### config.mk
export PLATFORM = sky130hd
export DESIGN_NAME = pixel_stream_packer
export DESIGN_NICKNAME = d
export VERILOG_FILES = /design/src/rtl/pixel_stream_packer.sv
export SDC_FILE = /design/constraint.sdc
export NUM_CORES = 1
export LEC_CHECK = 0
export CAP_MARGIN = 10
export CORE_ASPECT_RATIO = 1.4
export CORE_MARGIN = 5
export CORE_UTILIZATION = 50
export DETAILED_ROUTE_END_ITERATION = 7
export GPL_TIMING_DRIVEN = 0
export PLACE_DENSITY = 0.82
export SYNTH_ARGS = -nofsm -noshare
export SYNTH_HDL_FRONTEND = slang
export SYNTH_SLANG_ARGS = --single-unit
### constraint.sdc
create_clock -name aclk -period 2.6 [get_ports aclk]
set_clock_uncertainty 0.05 [all_clocks]
set_input_delay 0.78 -clock aclk [delete_from_list [all_inputs] [get_ports aclk]]
set_output_delay 0.78 -clock aclk [all_outputs]
set_load 0.02 [all_outputs]
### src/rtl/pixel_stream_packer.sv
// Packs one RGB pixel per handshake into a 32-bit AXI4-Stream video beat, with
// raster-derived tuser/tlast and a two-entry skid buffer for registered backpressure.
module pixel_stream_packer #(
    parameter int X_SIZE = 640,
    parameter int Y_SIZE = 480,
    parameter int XW     = 10,
    parameter int YW     = 9
) (
    input  logic          aclk,
    input  logic          aresetn,
    input  logic [7:0]    in_r,
    input  logic [7:0]    in_g,
    input  logic [7:0]    in_b,
    input  logic          in_valid,
    output logic          in_ready,
    output logic [31:0]   m_axis_tdata,
    output logic [3:0]    m_axis_tkeep,
    output logic          m_axis_tuser,
    output logic          m_axis_tlast,
    output logic          m_axis_tvalid,
    input  logic          m_axis_tready,
    output logic [XW-1:0] x_pos,
    output logic [YW-1:0] y_pos,
    output logic          frame_done
);

    localparam logic [XW-1:0] X_LAST = XW'(X_SIZE - 1);
    localparam logic [YW-1:0] Y_LAST = YW'(Y_SIZE - 1);

    typedef enum logic [1:0] {EMPTY, ONE, TWO} state_t;

    state_t      state;
    state_t      state_next;
    logic [23:0] out_pix;
    logic [23:0] skid_pix;
    logic        accept;
    logic        xfer;
    logic        load_out;
    logic        load_skid;
    logic        move_skid;
    logic        last_x;
    logic        last_y;

    assign accept        = in_valid & in_ready;
    assign xfer          = m_axis_tvalid & m_axis_tready;
    assign m_axis_tvalid = (state != EMPTY);
    assign m_axis_tdata  = {8'h00, out_pix};
    assign m_axis_tkeep  = 4'hF;
    assign last_x        = (x_pos == X_LAST);
    assign last_y        = (y_pos == Y_LAST);
    assign m_axis_tuser  = m_axis_tvalid && (x_pos == '0) && (y_pos == '0);
    assign m_axis_tlast  = m_axis_tvalid && last_x;

    always_ff @(posedge aclk or negedge aresetn) begin
        if (!aresetn) begin
            state <= EMPTY;
        end else begin
            state <= state_next;
        end
    end

    always_comb begin
        state_next = state;
        load_out   = 1'b0;
        load_skid  = 1'b0;
        move_skid  = 1'b0;
        case (state)
            EMPTY: begin
                if (accept) begin
                    load_out   = 1'b1;
                    state_next = ONE;
                end
            end
            ONE: begin
                if (accept && xfer) begin
                    load_out = 1'b1;
                end else if (accept) begin
                    load_skid  = 1'b1;
                    state_next = TWO;
                end else if (xfer) begin
                    state_next = EMPTY;
                end
            end
            TWO: begin
                if (xfer) begin
                    move_skid  = 1'b1;
                    state_next = ONE;
                end
            end
            default: state_next = EMPTY;
        endcase
    end

    // in_ready comes from a flop so downstream tready never reaches it combinationally
    always_ff @(posedge aclk or negedge aresetn) begin
        if (!aresetn) begin
            in_ready <= 1'b0;
        end else begin
            in_ready <= (state_next != TWO);
        end
    end

    always_ff @(posedge aclk or negedge aresetn) begin
        if (!aresetn) begin
            out_pix  <= '0;
            skid_pix <= '0;
        end else begin
            if (load_out) begin
                out_pix <= {in_r, in_g, in_b};
            end else if (move_skid) begin
                out_pix <= skid_pix;
            end
            if (load_skid) begin
                skid_pix <= {in_r, in_g, in_b};
            end
        end
    end

    // Counters track the beat in the output register, so they step on every transfer
    always_ff @(posedge aclk or negedge aresetn) begin
        if (!aresetn) begin
            x_pos      <= '0;
            y_pos      <= '0;
            frame_done <= 1'b0;
        end else begin
            frame_done <= xfer && last_x && last_y;
            if (xfer) begin
                if (last_x) begin
                    x_pos <= '0;
                    y_pos <= last_y ? '0 : y_pos + 1'b1;
                end else begin
                    x_pos <= x_pos + 1'b1;
                end
            end
        end
    end

endmodule

* Yosys cells after proc, flatten, opt, wreduce, memory -nomap -nowiden
Cells that the tools add are included.
** Cells by class
- $add $sub $neg :: 2
- Equal/unequal tests :: 5
- Multiplexer cells :: 17
- Bitwise logic cells :: 2
- Reduce and logical (&&, ||, !) cells :: 12
** Operator list (count)
- 24-bit two-way mux :: 2
- 10-bit by 1-bit adder with 10-bit output, second input constant :: 1
- 10-bit equality test, second input constant :: 1
- 10-bit zero test :: 1
- 10-bit two-way mux :: 1
- 2-bit two-way mux :: 5
- 9-bit by 1-bit adder with 9-bit output, second input constant :: 1
- 9-bit equality test, second input constant :: 1
- 9-bit zero test :: 1
- 9-bit two-way mux :: 1
- 1-bit logical AND :: 6
- 1-bit two-way mux :: 6
- 2-bit one-hot mux with 3 select lines :: 1
- 2-bit nonzero test :: 2
- 1-bit bitwise AND :: 2
- 2-bit by 1-bit equality test with 1-bit output, second input constant :: 1
- 2-bit equality test, second input constant :: 1
- 2-bit zero test :: 1
- 2-bit inequality test, second input constant :: 1
- 1-bit one-hot mux with 2 select lines :: 1
- 2-bit AND reduction :: 1
** Storage, ports and cells
- Register bits after elaboration :: 71
- Logic and storage cells :: 45

* Logic depth before layout (Yosys ltp)
Gate-level depths: netlist of run 1.
- Depth in word-level cells :: 7
- Gate-level depth with buffers :: 6

* Worst setup path after synthesis of run 1
Ideal clock, no wire load.
- Path kind :: reg-to-output
- Start point :: register y_pos[0]
- End point :: output m_axis_tuser
- Arrival :: 1.755 ns
- Data required time :: 1.770 ns
- Path slack :: 0.015 ns
- Stages on the path, launching flop included :: 6
- Path buffers :: 0
- Cells stage by stage :: dfrtp_1 -> inv_1 -> ha_1 -> nor4b_1 -> nand4_1 -> nor4b_1
** Between the ends
- Cells in the longest elaborated chain, start to end :: 2
** Ends and longest elaborated chain
- start: declaration :: RTL line 23 : output logic [YW-1:0] y_pos,
- start signal: assignment :: RTL line 130 : y_pos <= last_y ? '0 : y_pos + 1'b1;
- 9-bit zero test :: RTL line 51 : assign m_axis_tuser = m_axis_tvalid && (x_pos == '0) && (y_pos == '0);
- 1-bit logical AND :: RTL line 51
- end: declaration :: RTL line 18 : output logic m_axis_tuser,
No other way between the ends.

* Worst setup path after layout of run 1
- Start point :: register y_pos[1]
- End point :: output m_axis_tuser
The elaborated chain is that of the path after synthesis.

==> impl_metrics.py, run 1 <==
metrics = {
    "sta": {
        "rsz0062_at_grt": "yes",
        "hold_viol": 0,
        "setup_viol": 0,
        "final-max-slew-violation-count": 0,
        "max_slew.worst_pin.slew_ns": 0.884,
        "min_period_ns": 2.54,
        "final_min_period_over_clock_period_pct": 97.9,
        "max_freq_ghz": 0.393,
        "slew_headroom_pct": 40.6,
    },
    "placement": {
        "dp_hpwl_um": 5230,
        "dpl.cell_count": 434,
        "io_buffers": 74,
        "gpl.final_weighted_congestion": 0.859,
    },
    "grt": {
        "overflow": 0,
        "grt_antenna_before_repair": 0,
        "grt_usage_pct": 19.3,
        "grt_pass1_vias": 2625,
        "grt_start_max_net_pins": 72,
        "grt_first_pass_wirelength_um": 12700,
    },
    "outcome": {
        "status": "completed",
    },
    "clock_tree": {
        "cts.clk_slew.worst_paths_ns": 0.07,
        "worst_skew_pair.late_latency_ns": 0.34,
        "cts_num_sinks": 71,
        "clock_tree.buffer_depth": 2,
        "cts_tree": "yes",
        "h-tree-depth": 3,
        "cts_bufs_inserted": 9,
        "cts_root_buffer": "sky130_fd_sc_hd__clkbuf_8",
    },
    "logic_synthesis": {
        "yosys_warns": 0,
        "synth_sequential_area_ratio_pct": 54.5,
        "synth.ff_latch_count": 71,
        "synth_xor_area_share_pct": 2.42,
        "synth_compound_area_share_pct": 15.2,
        "post_synth_fa_ha_maj_area_fraction_pct": 1.53,
        "synthesized_instance_count": 278,
        "synth_simple_gate_area_share_pct": 11.4,
        "post_synth.cell_area_avg_um2": 11.7,
        "muxShareOfSynthArea_pct": 8.90,
        "synth.lib_cells_used.distinct": 40,
        "combinational_family_with_the_most_area_after_synthesis": "compound AO/OA/AOI/OAI gates",
        "synth.cell_area_um2": 3260,
    },
    "critical_path": {
        "crit_start": "y_pos[1]$_DFFE_PN0P_",
        "r2r-start": "x_pos[0]$_DFFE_PN0P_",
        "critPathArrivalTime_ns": 1.71,
        "cpPeakStageDelay_ns": 0.42,
        "critPathCaptureType": "output port",
        "path_common_cell": "sky130_fd_sc_hd__nor4b_2",
        "slowest_stage": "sky130_fd_sc_hd__dfrtp_1",
        "critical_path.top_delay_family": "simple AND/OR/NAND/NOR gates",
        "worst-r2r-setup-slack_ns": 0.57,
        "timing.critical_path.cells": "inv_1 -> ha_1 -> nor4b_2 -> nand4_1 -> nor4b_2 -> buf_4",
        "critical_path.max_fanout": 4,
        "worst-r2r-cell-count": 5,
        "cp-start-kind": "register",
        "worstSetupPathType": "register to output port",
        "critical_path.reg2reg.endpoint": "y_pos[4]$_DFFE_PN0P_",
        "worstPathRequired_ns": 1.77,
        "worst_path_bufs_invs": 2,
    },
    "floorplan": {
        "die-width_um": 78.3,
        "die-area_um2": 8260,
        "core_um2": 6300,
        "rows": 34,
        "floorplan.initialDensity_pct": 51.8,
        "die_height_um": 106,
        "boundaryPins": 88,
    },
    "layout": {
        "instances_no_fill": 452,
        "final_nets": 407,
        "insertedDiodeCount": 0,
        "area.growth.synth_to_final_pct": 35.1,
        "drive_above_1_share_pct": 20.0,
        "final_util_pct": 70.0,
        "n_fill_cell": 455,
    },
    "route": {
        "postRouteAntennaNets": 0,
        "via_per_inst": 5.47,
        "dr.first_iter.drc_count": 109,
        "drt_wirelength_um": 7410,
        "drt-pass1-iter-count": 4,
        "wl_per_cell_um": 16.4,
        "routed-via-count": 2471,
        "drc": 0,
    },
    "pwr": {
        "ir_drop_uv": 504,
        "power.static_leakage_nw": 2.03,
        "power.density_cell_area_nw_per_um2": 1030,
    },
    "flow_run": {
        "cap_viol_max_count": 0,
    },
    "hold_path": {
        "worstHoldEndpoint": "out_pix[15]$_DFFE_PN0P_",
        "min-delay-start": "out_pix[15]$_DFFE_PN0P_",
        "hold_depth": 1,
        "timing.hold.worst.class": "register to register",
    },
}
[registers in the layout (all words and copies together), names as in the netlist]
signal and count:
in_ready 1, out_pix 24, frame_done 1, y_pos 9, x_pos 10, skid_pix 24, state 2
[timing repair]
| action | in CTS | in global routing |
|---|---|---|
| pin swaps | 2 | 1 |
| gates resized for setup | 10 | 8 |
| hold buffers | 0 | 0 |
| cloned | 0 | 0 |
| buffers inserted | 0 | 3 |
| setup endpoints to repair | 2 | 3 |
[Yosys cell counts, drive strengths merged]
cell type / instances / share of area (%)
nand4: 5 / 1.4
nor3: 4 / 0.61
or2: 1 / 0.19
or3: 5 / 1.0
and4: 1 / 0.27
o22ai: 1 / 0.19
conb: 2 / 0.23
nand4b: 1 / 0.27
or4: 1 / 0.35
nor4b: 2 / 0.54
inv: 9 / 1.0
xnor2: 9 / 2.4
mux2: 24 / 8.3
clkbuf: 9 / 1.0
nor2: 9 / 1.0
a21o: 24 / 5.5
and3: 3 / 0.58
nor4: 5 / 1.2
dfrtp: 71 / 54
nand2: 15 / 1.7
a22o: 24 / 6.4
buf: 17 / 3.7
nand3b: 1 / 0.23
a21oi: 6 / 0.92
or4b: 1 / 0.31
nand4bb: 1 / 0.35
o21ai: 11 / 1.7
mux2i: 2 / 0.61
o21bai: 1 / 0.23
nor2b: 2 / 0.38
ha: 4 / 1.5
and3b: 1 / 0.27
o21a: 1 / 0.23
nand3: 5 / 0.77
[cell families (layout without fill, tap and decap cells)]
family                     count (synthesis)  after routing
and+or+nand+nor                           63             63
DFF                                       71             71
AOI/OAI and AO/OA                         68             68
adders and majority gates                  4              4
muxes                                     26             26
other                                      2             12
xor gates and xnor gates                   9              9
buffers and inverters                     35            127
[routing by layer]
| metal | part of all wire (%) | routed length [um] | global-route usage [%] |
|---|---|---|---|
| met5 | 0 | 0 | 0 |
| met4 | 1.1 | 82 | 5.88 |
| met3 | 6.1 | 452 | 5.80 |
| met2 | 49 | 3660 | 31.9 |
| met1 | 43 | 3210 | 24.4 |
[worst max path at each step]
stage,end,cells past startpoint,slack (ns)
CTS,m_axis_tuser,6,0.007
detailed placement,m_axis_tuser,5,-0.16
floorplan,m_axis_tuser,5,0.02
global route,m_axis_tuser,6,-0.07
global placement,y_pos[7]$_DFFE_PN0P_,1,-1.67
finish,m_axis_tuser,6,0.06
[area by class of cell]
cell class | instances | area, um2 | area share, %
plain buffers | 25 | 151 | 3.44
clock buffers | 12 | 165 | 3.75
clock inverters | 4 | 76.3 | 1.73
inverters | 9 | 33.8 | 0.767
multi-input cells | 182 | 1360 | 30.8
flip-flops and latches | 71 | 1780 | 40.4
well taps | 72 | 90.1 | 2.04
repair buffers | 77 | 753 | 17.1
[stage by stage]
step	total power [mW]	TNS (ns)	setup slack [ns]	instance area [um2]	hold WS, ns
4_1_cts	4.57	0	0.00707	4380	0.432
3_3_place_gp	3.45	-119.70	-1.67	4130	0.409
6_report	4.54	0	0.0555	4410	0.427
2_1_floorplan	2.77	0	0.0153	3300	0.432
3_5_place_dp	3.52	-1.75	-0.162	4130	0.414
5_1_grt	4.79	-0.0744	-0.0744	4410	0.459
[power by group]
| part | internal, mW | leakage, nW | switching [mW] | total (mW) |
|---|---|---|---|---|
| combinational | 0.872 | 1.05 | 0.791 | 1.66 |
| clock | 0.621 | 0.119 | 0.424 | 1.04 |
| sequential | 1.53 | 0.867 | 0.297 | 1.83 |
| total | 3.03 | 2.03 | 1.51 | 4.54 |
[layout by cell type (no fill, tap or decap), types with 2 or more instances in the layout]
cell type                         synthesis  final
sky130_fd_sc_hd__and3_1                   3      3
sky130_fd_sc_hd__dfrtp_2                  0      3
sky130_fd_sc_hd__ha_1                     4      4
sky130_fd_sc_hd__buf_2                    4      4
sky130_fd_sc_hd__nand2_1                 15     15
sky130_fd_sc_hd__or3_1                    4      4
sky130_fd_sc_hd__o21ai_0                 10     10
sky130_fd_sc_hd__dfrtp_1                 71     68
sky130_fd_sc_hd__nor4_2                   1      2
sky130_fd_sc_hd__xnor2_1                  9      9
sky130_fd_sc_hd__bufinv_16                0      2
sky130_fd_sc_hd__nand3_1                  5      5
sky130_fd_sc_hd__a22o_1                  24     24
sky130_fd_sc_hd__clkbuf_1                 9      8
sky130_fd_sc_hd__clkdlybuf4s50_1          0     71
sky130_fd_sc_hd__nor2_1                   9      8
sky130_fd_sc_hd__nand4_1                  4      4
sky130_fd_sc_hd__inv_1                    9      8
sky130_fd_sc_hd__nor2b_1                  2      2
sky130_fd_sc_hd__buf_4                   12     17
sky130_fd_sc_hd__nor4b_2                  0      2
sky130_fd_sc_hd__nor3_1                   4      4
sky130_fd_sc_hd__mux2_2                  24     24
sky130_fd_sc_hd__a21o_1                  24     24
sky130_fd_sc_hd__mux2i_1                  2      2
sky130_fd_sc_hd__clkbuf_8                 0     12
sky130_fd_sc_hd__conb_1                   2     12
sky130_fd_sc_hd__nor4_1                   4      3
sky130_fd_sc_hd__a21oi_1                  6      6
No activity file was read; power rests on OpenSTA's default activity.
==> run 2, diff against run 1 <==
--- a/config.mk
+++ b/config.mk
@@ -5,13 +5,14 @@
 export SDC_FILE = /design/constraint.sdc
 export NUM_CORES = 1
 export LEC_CHECK = 0
+export ABC_CLOCK_PERIOD_IN_PS = 2700
 export CAP_MARGIN = 10
 export CORE_ASPECT_RATIO = 1.4
 export CORE_MARGIN = 5
-export CORE_UTILIZATION = 50
+export CORE_UTILIZATION = 48
 export DETAILED_ROUTE_END_ITERATION = 7
 export GPL_TIMING_DRIVEN = 0
-export PLACE_DENSITY = 0.82
+export PLACE_DENSITY = 0.79
 export SYNTH_ARGS = -nofsm -noshare
 export SYNTH_HDL_FRONTEND = slang
 export SYNTH_SLANG_ARGS = --single-unit
==> constraint.sdc (replaced) <==
create_clock -name aclk -period 2.7 [get_ports aclk]
set_clock_uncertainty 0.05 [all_clocks]
set_input_delay 0.81 -clock aclk [delete_from_list [all_inputs] [get_ports aclk]]
set_output_delay 0.81 -clock aclk [all_outputs]
set_load 0.02 [all_outputs]
==> run 2 against run 1 <==
Utilization is 2.9 points lower. Sequential share of layout area down 0.30 points. Final cell count grew 4.2%. Via count fell by 1.3%. Sequential cell count unchanged. Die area increased by 3.7%. Total power decreased by 5.4%. Final area rose by 0.74%. First-iteration DRC count increased by 15%. Worst hold slack got worse by 0.0037 ns. Setup slack better by 0.063 ns.
==> impl_metrics.py, run 2 (same netlist as run 1, synthesis figures left out) <==
metrics = {
    "critical_path": {
        "critical_path.top_delay_family": "simple AND/OR/NAND/NOR gates",
        "cp-start-kind": "register",
        "slowest_stage": "sky130_fd_sc_hd__dfrtp_1",
        "timing.critical_path.cells": "nor4_2 -> nand4_1 -> nor4b_2 -> buf_4",
        "worst_path_bufs_invs": 1,
        "critical_path.max_fanout": 6,
        "worst-r2r-setup-slack_ns": 0.62,
        "cpPeakStageDelay_ns": 0.45,
        "critPathCaptureType": "output port",
        "worstSetupPathType": "register to output port",
        "worstPathRequired_ns": 1.84,
        "critPathArrivalTime_ns": 1.72,
    },
    "floorplan": {
        "die-width_um": 79.7,
        "die-area_um2": 8570,
        "rows": 35,
        "boundaryPins": 88,
        "core_um2": 6610,
        "floorplan.initialDensity_pct": 49.3,
        "die_height_um": 108,
    },
    "sta": {
        "min_period_ns": 2.58,
        "final-max-slew-violation-count": 0,
        "hold_viol": 0,
        "max_freq_ghz": 0.387,
        "max_slew.worst_pin.slew_ns": 0.940,
        "setup_viol": 0,
        "final_min_period_over_clock_period_pct": 95.6,
        "totalNegativeSetupSlack_ns": 0,
        "slew_headroom_pct": 36.8,
        "post-route-worst-setup-slack_ns": 0.119,
        "rsz0062_at_grt": "yes",
    },
    "route": {
        "via_per_inst": 5.18,
        "drt-pass1-iter-count": 4,
        "dr.first_iter.drc_count": 125,
        "drc": 0,
        "postRouteAntennaNets": 0,
        "drt_wirelength_um": 7180,
        "routed-via-count": 2440,
        "wl_per_cell_um": 15.2,
    },
    "pwr": {
        "power_frac_comb_pct": 37.1,
        "power.static_leakage_nw": 2.03,
        "power.density_cell_area_nw_per_um2": 968,
        "share_clk_of_total_power_pct": 21.9,
        "p_int_mw": 2.87,
        "switching_share_pct": 33.2,
        "switchingPower_mw": 1.43,
        "seq_power_share_pct": 41.0,
        "ir_drop_uv": 599,
    },
    "clock_tree": {
        "cts_root_buffer": "sky130_fd_sc_hd__clkbuf_8",
        "h-tree-depth": 3,
        "cts.clk_slew.worst_paths_ns": 0.07,
        "cts_bufs_inserted": 9,
        "cts_tree": "yes",
        "worst_skew_pair.late_latency_ns": 0.34,
        "cts_num_sinks": 71,
        "post_cts_hold_buffer_count": 0,
        "clock_tree.buffer_depth": 2,
    },
    "placement": {
        "dp_hpwl_um": 5040,
        "dpl.cell_count": 454,
        "io_buffers": 74,
        "place_worst_setup_slack_ns": -0.109,
        "gpl.final_weighted_congestion": 0.870,
    },
    "outcome": {
        "status": "completed",
    },
    "layout": {
        "n_fill_cell": 528,
        "instances_no_fill": 471,
        "seq_area_um2": 1780,
        "reg.largest.list": "out_pix: 24 flops, skid_pix: 24 flops, x_pos: 10 flops",
        "final_nets": 406,
        "insertedDiodeCount": 0,
        "final_common_cell": "sky130_fd_sc_hd__clkdlybuf4s50_1",
        "mostFrequentLayoutCells": "sky130_fd_sc_hd__clkdlybuf4s50_1, sky130_fd_sc_hd__dfrtp_1, sky130_fd_sc_hd__mux2_2, sky130_fd_sc_hd__a22o_1, sky130_fd_sc_hd__a21o_1",
        "multi_input_comb_area_um2": 1390,
        "area.growth.synth_to_final_pct": 36.1,
        "drive_above_1_share_pct": 20.1,
    },
    "grt": {
        "grt_first_pass_wirelength_um": 12000,
        "grt_usage_pct": 17.9,
        "grt_antenna_before_repair": 0,
        "grt_start_max_net_pins": 72,
        "grt_pass1_vias": 2544,
        "overflow": 0,
    },
    "hold_path": {
        "timing.hold.worst.class": "register to register",
    },
    "flow_run": {
        "cap_viol_max_count": 0,
    },
}
==> run 2: cell types whose count changed in the layout (fill, tap and decap cells not counted), sizes merged <==
| cell | previous run | this run |
|---|---|---|
| buf | 22 | 21 |
| clkbuf | 21 | 19 |
| clkinv | 1 | 2 |
| dlygate4sd1 | 0 | 1 |
==> run 2: cell type report <==
| type | instances | area share (%) |
|---|---|---|
| Inverter | 9 | 0.761 |
| Clock buffer | 11 | 3.19 |
| Buffer | 25 | 3.41 |
| Multi-Input combinational cell | 182 | 31.2 |
| Timing Repair Buffer | 76 | 16.9 |
| Tap cell | 92 | 2.59 |
| Sequential cell | 71 | 40.1 |
| Clock inverter | 5 | 1.83 |
==> run 2: repair_timing <==
| item | 4_1_cts | 5_1_grt |
|---|---|---|
| pin swaps | 0 | 4 |
| buffers inserted | 0 | 2 |
| endpoints found under the setup margin | 2 | 2 |
| resized for setup | 9 | 13 |
==> run 2: metrics by stage <==
stage / utilization [%] / instance area (um2) / power (mW) / hold WS (ns)
2_1_floorplan: - / 3300 / 2.67 / 0.432
3_3_place_gp: 62.8 / 4160 / 3.32 / 0.407
3_5_place_dp: 62.8 / 4150 / 3.38 / 0.414
4_1_cts: 66.3 / 4380 / 4.32 / 0.430
5_1_grt: 67.1 / 4440 / 4.56 / 0.453
6_report: 67.1 / 4440 / 4.30 / 0.424
==> run 2: per-layer routing <==
layer	vias up	routed length, um	global-route usage (%)
met5	-	0	0
met4	0	172	9.21
met3	16	446	4.36
met2	84	3530	28.7
met1	1176	3030	22.3
li1	1164	-	-
==> run 2: worst paths after layout <==
| check | start | end | depth (start not counted) |
|---|---|---|---|
| worst max-delay path | y_pos[6]$_DFFE_PN0P_ | m_axis_tuser | 4 |
| worst min-delay path | out_pix[21]$_DFFE_PN0P_ | out_pix[21]$_DFFE_PN0P_ | 1 |
| worst max register to register | x_pos[0]$_DFFE_PN0P_ | y_pos[5]$_DFFE_PN0P_ | 5 |
| worst min register to register | out_pix[21]$_DFFE_PN0P_ | out_pix[21]$_DFFE_PN0P_ | 1 |
| max in group asynchronous | aresetn | x_pos[6]$_DFFE_PN0P_ | 1 |
| min in group asynchronous | aresetn | out_pix[19]$_DFFE_PN0P_ | 1 |
==> run 2: worst register-to-register path: stages, from the launching register on <==
cell and delay (ns):
sky130_fd_sc_hd__dfrtp_1 0.42, sky130_fd_sc_hd__ha_1 0.22, sky130_fd_sc_hd__inv_1 0.09, sky130_fd_sc_hd__nor4_2 0.84
sky130_fd_sc_hd__nand4_1 0.21, sky130_fd_sc_hd__o21ai_0 0.19
==> run 2: power by group through the flow <==
| stage | clock, mW | sequential, mW | combinational, mW |
|---|---|---|---|
| after floorplan | 0 | 2.00 | 0.666 |
| after global placement | 0 | 1.75 | 1.57 |
| after CTS | 0.962 | 1.76 | 1.60 |
| after global routing | 1.00 | 1.83 | 1.73 |
| final | 0.940 | 1.76 | 1.59 |
| after detailed placement | 0 | 1.78 | 1.60 |
==> run 3, diff against run 2 <==
--- a/config.mk
+++ b/config.mk
@@ -7,12 +7,12 @@
 export LEC_CHECK = 0
 export ABC_CLOCK_PERIOD_IN_PS = 2700
 export CAP_MARGIN = 10
-export CORE_ASPECT_RATIO = 1.4
 export CORE_MARGIN = 5
 export CORE_UTILIZATION = 48
 export DETAILED_ROUTE_END_ITERATION = 7
 export GPL_TIMING_DRIVEN = 0
 export PLACE_DENSITY = 0.79
+export REMOVE_ABC_BUFFERS = 1
 export SYNTH_ARGS = -nofsm -noshare
 export SYNTH_HDL_FRONTEND = slang
 export SYNTH_SLANG_ARGS = --single-unit
==> run 3 against run 2 <==
Sequential share of layout area up 1.7 points. Non-clock buffer count decreased by 21. Die area shrank 0.27%. Via count fell by 1.1%. Worst hold slack hardly changed. Final cell count fell by 7.0%. Largest power group unchanged. Highest routed layer unchanged. Total power is 3.7% lower.
==> impl_metrics.py, run 3 (same netlist as run 1, synthesis figures left out) <==
metrics = {
    "outcome": {
        "status": "completed",
    },
    "sta": {
        "max_slew.worst_pin.slew_ns": 0.961,
        "min_period_ns": 2.63,
        "final_min_period_over_clock_period_pct": 97.5,
        "hold_viol": 0,
        "final-max-slew-violation-count": 0,
        "max_freq_ghz": 0.380,
        "slew_headroom_pct": 35.9,
        "post-route-worst-setup-slack_ns": 0.0665,
        "setup_viol": 0,
    },
    "grt": {
        "grt_antenna_before_repair": 0,
        "grt_start_max_net_pins": 72,
        "grt_usage_pct": 17.5,
        "overflow": 0,
        "grt_first_pass_wirelength_um": 11900,
        "grt_pass1_vias": 2476,
    },
    "hold_path": {
        "timing.hold.worst.class": "register to register",
    },
    "route": {
        "drc": 0,
        "postRouteAntennaNets": 0,
        "drt_wirelength_um": 7240,
        "routed-via-count": 2412,
        "via_per_inst": 5.51,
        "drt-pass1-iter-count": 4,
        "wl_per_cell_um": 16.5,
        "dr.first_iter.drc_count": 77,
    },
    "pwr": {
        "switchingPower_mw": 1.43,
        "ir_drop_uv": 381,
        "share_clk_of_total_power_pct": 18.4,
        "power_frac_comb_pct": 38.8,
        "p_int_mw": 2.71,
        "power.static_leakage_nw": 1.95,
        "power.density_cell_area_nw_per_um2": 973,
        "switching_share_pct": 34.5,
        "seq_power_share_pct": 42.8,
    },
    "layout": {
        "area.growth.synth_to_final_pct": 30.3,
        "mostFrequentLayoutCells": "sky130_fd_sc_hd__clkdlybuf4s50_1, sky130_fd_sc_hd__dfrtp_1, sky130_fd_sc_hd__mux2_2, sky130_fd_sc_hd__a22o_1, sky130_fd_sc_hd__a21o_1",
        "reg.largest.list": "out_pix: 24 flops, skid_pix: 24 flops, x_pos: 10 flops",
        "final_common_cell": "sky130_fd_sc_hd__clkdlybuf4s50_1",
        "drive_above_1_share_pct": 15.9,
        "final_util_pct": 63.3,
        "final_nets": 385,
        "insertedDiodeCount": 0,
    },
    "clock_tree": {
        "cts.clk_slew.worst_paths_ns": 0.07,
        "worst_skew_pair.late_latency_ns": 0.34,
        "cts_num_sinks": 71,
        "h-tree-depth": 3,
        "post_cts_hold_buffer_count": 0,
        "cts_root_buffer": "sky130_fd_sc_hd__clkbuf_8",
        "clock_tree.buffer_depth": 2,
        "cts_bufs_inserted": 9,
        "cts_tree": "yes",
    },
    "critical_path": {
        "worstSetupPathType": "register to output port",
        "cpPeakStageDelay_ns": 0.42,
        "timing.critical_path.cells": "inv_1 -> ha_1 -> nor4b_2 -> nand4_1 -> nor4b_2 -> buf_2",
        "critical_path.max_fanout": 3,
        "critical_path.top_delay_family": "simple AND/OR/NAND/NOR gates",
        "path_common_cell": "sky130_fd_sc_hd__nor4b_2",
        "critPathArrivalTime_ns": 1.77,
        "critPathCaptureType": "output port",
        "cp-start-kind": "register",
        "slowest_stage": "sky130_fd_sc_hd__dfrtp_2",
        "worstPathRequired_ns": 1.84,
        "worst_path_bufs_invs": 2,
    },
    "floorplan": {
        "floorplan.initialDensity_pct": 48.5,
        "rows": 30,
        "core_um2": 6720,
        "die-area_um2": 8540,
        "boundaryPins": 88,
        "die-width_um": 92.4,
        "die_height_um": 92.4,
    },
    "flow_run": {
        "cap_viol_max_count": 0,
    },
    "placement": {
        "place_worst_setup_slack_ns": -0.353,
        "gpl.final_weighted_congestion": 0.833,
        "io_buffers": 75,
        "dp_hpwl_um": 4830,
    },
}
[run 3: final cells by class]
class / count / area (um2)
Sequential cell: 71 / 1780
Inverter: 9 / 33.8
Clock buffer: 13 / 159
Timing Repair Buffer: 80 / 805
Fill cell: 529 / 2470
Multi-Input combinational cell: 182 / 1360
Clock inverter: 3 / 17.5
Tap cell: 80 / 100
[run 3: path summary, 6_finish.rpt]
kind | start | end | slack [ns] | cells after the start
max | y_pos[0]$_DFFE_PN0P_ | m_axis_tuser | 0.07 | 6
min | out_pix[22]$_DFFE_PN0P_ | out_pix[22]$_DFFE_PN0P_ | 0.42 | 1
max reg2reg | x_pos[0]$_DFFE_PN0P_ | y_pos[8]$_DFFE_PN0P_ | 0.66 | 5
min reg2reg | out_pix[22]$_DFFE_PN0P_ | out_pix[22]$_DFFE_PN0P_ | 0.42 | 1
max in group asynchronous | aresetn | y_pos[0]$_DFFE_PN0P_ | 1.46 | 1
min in group asynchronous | aresetn | out_pix[3]$_DFFE_PN0P_ | 0.53 | 1
[run 3: repair_timing]
item                       CTS  global route
setup endpoints to repair    2             5
setup buffers                0             2
gates resized for setup      8             5
[run 3: metal layers]
| metal | vias up | part of all wire [%] | track usage [%] |
|---|---|---|---|
| met5 | - | 0 | 0 |
| met4 | 0 | 0.76 | 4.95 |
| met3 | 6 | 7.5 | 5.85 |
| met2 | 82 | 46 | 27.4 |
| met1 | 1199 | 45 | 23.3 |
| li1 | 1125 | - | - |
[run 3: through the flow]
stage | cell area, um2 | hold WS, ns | power (mW) | std cells | setup TNS [ns]
global placement | 4000 | 0.407 | 3.30 | 417 | -162.66
floorplan | 3140 | 0.432 | 2.63 | 262 | 0
finish | 4250 | 0.424 | 4.14 | 438 | 0
detailed placement | 4050 | 0.414 | 3.40 | 420 | -7.80
global route | 4250 | 0.452 | 4.39 | 438 | -0.0742
CTS | 4220 | 0.431 | 4.18 | 436 | 0
[run 3: worst register-to-register path: stages (launching register included)]
cell                      delay, ns
sky130_fd_sc_hd__dfrtp_1       0.43
sky130_fd_sc_hd__ha_1          0.21
sky130_fd_sc_hd__inv_1         0.10
sky130_fd_sc_hd__or4_4         0.61
sky130_fd_sc_hd__or4b_1        0.52
sky130_fd_sc_hd__nand2_1       0.07
[run 3: power groups by stage]
| stage | Sequential, mW | Clock (mW) | Combinational, mW |
|---|---|---|---|
| after CTS | 1.77 | 0.782 | 1.63 |
| after global placement | 1.76 | 0 | 1.54 |
| final | 1.77 | 0.762 | 1.60 |
| after global routing | 1.83 | 0.837 | 1.72 |
| after detailed placement | 1.78 | 0 | 1.62 |
| after floorplan | 2.00 | 0 | 0.629 |
